**config.mk**
```make
export PLATFORM = sky130hd
export DESIGN_NAME = bit_run_encoder
export DESIGN_NICKNAME = d
export VERILOG_FILES = /design/src/rtl/bit_run_encoder.sv
export SDC_FILE = /design/constraint.sdc
export NUM_CORES = 1
export LEC_CHECK = 0
export ABC_CLOCK_PERIOD_IN_PS = 1400
export BUFFER_PORTS_ARGS = -buffer_cell sky130_fd_sc_hd__buf_2
export CAP_MARGIN = 20
export CORE_ASPECT_RATIO = 1.25
export CORE_MARGIN = 2
export CORE_UTILIZATION = 48
export CTS_CLUSTER_DIAMETER = 150
export DETAILED_ROUTE_END_ITERATION = 7
export PLACE_DENSITY = 0.73
export REMOVE_ABC_BUFFERS = 1
export SYNTH_ARGS = -nofsm -noshare
export SYNTH_HDL_FRONTEND = slang
export SYNTH_SLANG_ARGS = --single-unit
```
**constraint.sdc**
```tcl
create_clock -name clk -period 1.4 [get_ports clk]
set_input_delay 0.07 -clock clk [delete_from_list [all_inputs] [get_ports clk]]
set_output_delay 0.07 -clock clk [all_outputs]
set_load 0.01 [all_outputs]
```
**src/rtl/bit_run_encoder.sv**
```systemverilog
// Run-length encoder for a single-bit stream: emits {bit, length} tokens through a
// registered valid/ready output slot. Define BIT_RUN_ENCODER_FLUSH_EN to add a flush input.
module bit_run_encoder #(
   parameter int unsigned CNT_W = 8
) (
   input  logic             clk,
   input  logic             reset,
   input  logic             in_valid,
   input  logic             in_bit,
   output logic             in_ready,
   output logic             out_valid,
   input  logic             out_ready,
   output logic             out_bit,
   output logic [CNT_W-1:0] out_len
`ifdef BIT_RUN_ENCODER_FLUSH_EN
   ,
   input  logic             flush
`endif
);

   localparam logic [CNT_W-1:0] MAX = '1;

   typedef enum logic {StIdle, StRun} state_e;

   state_e           state_q;
   logic             cur_bit_q;
   logic [CNT_W-1:0] cnt_q;

   logic flush_req;
   logic slot_free;
   logic accept;
   logic same_bit;
   logic saturated;
   logic emit_beat;
   logic emit_flush;
   logic emit;

`ifdef BIT_RUN_ENCODER_FLUSH_EN
   assign flush_req = flush;
`else
   assign flush_req = 1'b0;
`endif

   // The output slot can take a new token if empty or being drained this cycle.
   assign slot_free = !out_valid || out_ready;
   assign in_ready  = slot_free && !flush_req;
   assign accept    = in_valid && in_ready;

   assign same_bit  = (in_bit == cur_bit_q);
   assign saturated = (cnt_q == MAX);

   // A run closes on a bit change, or when a matching beat would overflow the counter.
   assign emit_beat  = (state_q == StRun) && accept && (!same_bit || saturated);
   assign emit_flush = (state_q == StRun) && flush_req && slot_free;
   assign emit       = emit_beat || emit_flush;

   always_ff @(posedge clk or posedge reset) begin
      if (reset) begin
         state_q   <= StIdle;
         cur_bit_q <= 1'b0;
         cnt_q     <= '0;
         out_valid <= 1'b0;
         out_bit   <= 1'b0;
         out_len   <= '0;
      end else begin
         if (emit) begin
            out_valid <= 1'b1;
            out_bit   <= cur_bit_q;
            out_len   <= cnt_q;
         end else if (out_ready) begin
            out_valid <= 1'b0;
         end

         case (state_q)
            StIdle: begin
               if (accept) begin
                  state_q   <= StRun;
                  cur_bit_q <= in_bit;
                  cnt_q     <= CNT_W'(1);
               end
            end
            StRun: begin
               if (emit_flush) begin
                  state_q <= StIdle;
                  cnt_q   <= '0;
               end else if (accept) begin
                  if (emit_beat) begin
                     cur_bit_q <= in_bit;
                     cnt_q     <= CNT_W'(1);
                  end else begin
                     cnt_q <= cnt_q + CNT_W'(1);
                  end
               end
            end
            default: state_q <= StIdle;
         endcase
      end
   end

endmodule
```
=== Yosys cells after proc, flatten, opt, wreduce, memory -nomap -nowiden ===
Index checks and enable logic that the tools add are counted.

* Register bits after elaboration: 20
* Word-level logic and storage cells: 35
* RAM bits: 0
* Memories kept: 0
* Bits of input ports: 5
* Memory bits (read-only): 0
* Output and inout port bits: 11
* Latch bits: 0

* Multiply operators: 0
* Bitwise logic cells: 1
* Reductions and logical operators: 10
* Order comparisons: 0
* Divide/modulo/power cells: 0
* Shifts and indexed selects: 0
* Add/sub/neg operators: 1
* Multiplexer cells: 12
* Eq/ne operators: 5

{| class="wikitable"
|+ Operators by type and width
! kind !! number
|-
| 8-bit two-way mux || 3
|-
| 8-bit case mux with 2 select lines || 1
|-
| 8-bit by 1-bit adder with 8-bit output (second input constant) || 1
|-
| 8-bit == test (second input constant) || 1
|-
| 1-bit two-way mux || 6
|-
| 2-bit by 1-bit inequality test with 1-bit output (second input constant) || 2
|-
| 1-bit case mux with 2 select lines || 2
|-
| 1-bit logical AND || 3
|-
| 3-bit AND reduction || 1
|-
| 1-bit zero test || 2
|-
| 1-bit logical OR || 2
|-
| 2-bit inequality test (second input constant) || 1
|-
| 2-bit AND reduction || 1
|-
| 2-bit nonzero test || 1
|-
| 1-bit == test || 1
|-
| 1-bit inverter || 1
|}

=== Logic depth before layout (Yosys ltp) ===
* Word-level depth: 8
* Gate-level depth with buffers: 5
* Gate-level depth less buffers: 5

=== Least setup slack after synthesis ===
Ideal clock, no wire load.

* Kind: reg-to-reg
* Start: register cnt_q[0]
* End: register out_len[3]
* Path buffers: 0
* Slack: -0.112 ns
* Required time: 1.275 ns
* Cell stages (with the launch flop): 6
* Data arrival time: 1.387 ns
* Library setup time: 0.125 ns
* Clock period less this slack: 1.512 ns
* Cells stage by stage: dfrtp_1 > ha_1 > nand3_2 > o21ai_2 > nand3_4 > mux2_4

* Word-level cells in the longest chain between the ends: 3

{| class="wikitable"
|+ RTL lines
! what !! RTL line !! source
|-
| start: declaration || 27 || <nowiki>logic [CNT_W-1:0] cnt_q;</nowiki>
|-
| start signal: assignment || 91 || <nowiki>cnt_q <= cnt_q + CNT_W'(1);</nowiki>
|-
| 8-bit == test || 50 || <nowiki>assign saturated = (cnt_q == MAX);</nowiki>
|-
| 1-bit logical OR || 53 || <nowiki>assign emit_beat = (state_q == StRun) && accept && (!same_bit || saturated);</nowiki>
|-
| 1-bit logical AND || 53 ||
|-
| end signal: assignment || 69 || <nowiki>out_len <= cnt_q;</nowiki>
|-
| end: declaration || 14 || <nowiki>output logic [CNT_W-1:0] out_len</nowiki>
|}

Every way passes these cells.
A chain may end at the register's enable or synchronous reset.

=== Worst setup path after layout ===
* Start: register cnt_q[0]
* End: register out_len[2]

Same word-level chain as after synthesis.

==> results.yml <==
timing:
  skew_ns: 0.00633
  worstMarginPinSlew_ns: 0.280
  setup_viol: 17
  setup_ws_ns: -0.122
  grt_setup_unrepaired: "true"
  finalHoldViolCount: 0
  finalCritPeriodShare: 1.09
  drv_slew: 0
  min_period_ns: 1.52
  slew_headroom: 0.811
  clock.fmax_mhz: 657
clocking:
  cts_buffers: 3
  cts_tree: "done"
  clock-root-buffer: "clkbuf_4"
  worstSkewPairLatency_ns: 0.30
  clkTransAtPathRegs_ns: 0.11
  cts.sinks: 20
  cts_htree_levels: 1
  cts_buffer_depth: 2
power_and_ir_drop:
  clockPowerShare: 0.194
  finalPower_uw: 1710
  power_frac_comb: 0.360
  pwr_density_cell_nw_per_um2: 1340
  p_leak_uw: 0.000679
  peakVddDrop_v: 0.000895
  switching_share: 0.304
  p_switching_uw: 519
  p_int_uw: 1190
  seq_power_share: 0.446
worst_setup_path:
  startpoint: "cnt_q[0]"
  rr_worst_depth: 5
  crit_fanout: 5
  crit_required_ns: 1.59
  cp.arrival_ns: 1.71
  path_class: "register to register"
  start_kind: "register"
  reg2reg_from: "cnt_q[0]"
  crit_path_end_kind: "register"
finish:
  diodes: 0
  final_net_count: 116
  layout_common_cells: "dfrtp_1 (20), buf_4 (19), buf_2 (15), mux2_4 (9)"
  post-route-util: 0.707
  drive_gt1_frac: 0.550
  mostFrequentLayoutCell: "dfrtp_1"
  area_delta_synth_final_pct: 35.6
detailed_routing:
  wl_per_cell_microns: 16.5
  viasPerCell: 5.79
  drt_iter0_markers: 14
  drtPass1Iterations: 4
  vias: 741
  routed_wl_mm: 2.11
  ant_nets: 0
  drc: 0
logic_synthesis:
  netlist_area_sq_um: 942
  synth_fa_ha_area_frac: 0.0133
  synth_seq_cells: 20
  synthMuxAreaShare: 0.155
  syn_inst: 70
  ys_types: 28
  yosys.area_share.simple: 0.142
  synth_top_family_by_area: "multiplexers"
  yosysWarnings: 0
  synth-compound-area-share: 0.113
  syn_avg_cell_area_sq_um: 13.5
  ys_seq_area_frac: 0.531
  synthXorXnorAreaFrac: 0.0359
floorplanning:
  die-area_sq_um: 2340
  pin_count: 16
  start_util: 0.521
  rows: 17
  core_region_area_sq_um: 1810
  die_w_microns: 43.6
  die_h_microns: 53.5
status:
  violations: "negative setup slack"
  outcome: "complete, but fails checks"
global_route:
  antenna_found_initial: 0
  track_usage: 0.192
  grt_overflow_total: 0
  grt_max_degree: 21
  grt_pass1_wl_mm: 3.28
  grt_pass1_vias: 721
placed_design:
  io_buffer_count: 15
  hpwl_mm: 1.36
  gp_congestion: 0.752
min_path:
  hold_depth: 2
  hp-class: "input pin to register"
  min_from: "in_bit"
run:
  max_cap_viol_count: 0
==> routing by layer <==
layer / track usage / vias to the layer above / part of all wire
met5: 0 / - / 0
met4: 0.0606 / 0 / 0.016
met3: 0.0201 / 8 / 0.047
met2: 0.348 / 27 / 0.53
met1: 0.237 / 365 / 0.41
li1: - / 341 / -
==> per-stage QoR <==
step | cells | instance area (sq um) | setup slack [ns] | hold slack [ns] | TNS, ns
2_1_floorplan | 69 | 937 | -0.112 | 0.0338 | -1.01
3_3_place_gp | 118 | 1150 | -0.0838 | 0.0996 | -0.831
3_5_place_dp | 118 | 1150 | -0.128 | 0.105 | -1.33
4_1_cts | 126 | 1240 | -0.0767 | 0.0408 | -0.620
5_1_grt | 128 | 1280 | -0.180 | 0.0508 | -2.69
6_report | 128 | 1280 | -0.122 | 0.0475 | -1.45
==> worst max-delay path, cell delays in order (launching register included) <==
cell	delay [ns]
dfrtp_1	0.38
ha_2	0.23
nand3_4	0.10
o21ai_4	0.22
nand3_4	0.16
mux2_4	0.33
==> state kept, by name (all words and copies together), names as in the netlist <==
name,count
out_valid,1
cnt_q,8
out_bit,1
state_q,1
cur_bit_q,1
out_len,8
==> area by class of cell <==
type / instances / area, sq um
inverters: 1 / 3.75
fillers: 136 / 531
repair buffers: 35 / 228
clock buffers: 4 / 36.3
well taps: 19 / 23.8
multi-input cells: 49 / 485
flip-flops and latches: 20 / 500
==> repair_timing <==
item | CTS | global route
gates cloned | 1 | 0
pin swaps | 3 | 1
setup endpoints to repair | 15 | 18
hold buffers | 1 | 0
setup buffers | 2 | 2
gates resized for setup | 6 | 5
hold endpoints to repair | 20 | 0
==> final timing paths <==
check,end,slack (ns)
max,out_len[2],-0.12
min,cur_bit_q,0.05
max reg2reg,out_len[2],-0.12
min reg2reg,out_len[7],0.52
max in group asynchronous,cnt_q[2],0.87
min in group asynchronous,out_len[6],0.32
==> power groups by stage <==
stage               Sequential (uW)  Combinational (uW)  Clock, uW
floorplan                       797                 268          0
global placement                759                 515          0
detailed placement              765                 530          0
CTS                             755                 586        341
global route                    774                 666        360
finish                          762                 615        331
==> Yosys cell counts, drive strengths merged <==
cell type / count / area [sq um]
a21o: 2 / 15.0
a21oi: 1 / 5.00
a22o: 3 / 26.3
and2: 2 / 12.5
and3: 3 / 18.8
and4: 1 / 8.76
clkbuf: 1 / 5.00
dfrtp: 20 / 500
ha: 1 / 12.5
inv: 1 / 3.75
mux2: 10 / 146
nand2: 3 / 11.3
nand2b: 2 / 15.0
nand3: 2 / 27.5
nand4: 2 / 12.5
nor2: 3 / 11.3
nor3b: 1 / 7.51
nor4b: 1 / 8.76
o211a: 1 / 10.0
o21ai: 3 / 18.8
o31ai: 3 / 22.5
o41ai: 1 / 8.76
xnor2: 1 / 16.3
xor2: 2 / 17.5
==> cells by family (layout without fill, tap and decap cells) <==
group                    Yosys count  in the layout
flip-flops                        20             20
adder cells (fa/ha/maj)            1              1
AND/OR/NAND/NOR                   20             21
XOR/XNOR                           3              3
buffers and inverters              2             40
multiplexers                      10             10
AO/OA/AOI/OAI                     14             14
(Power assumes the default switching activity.)
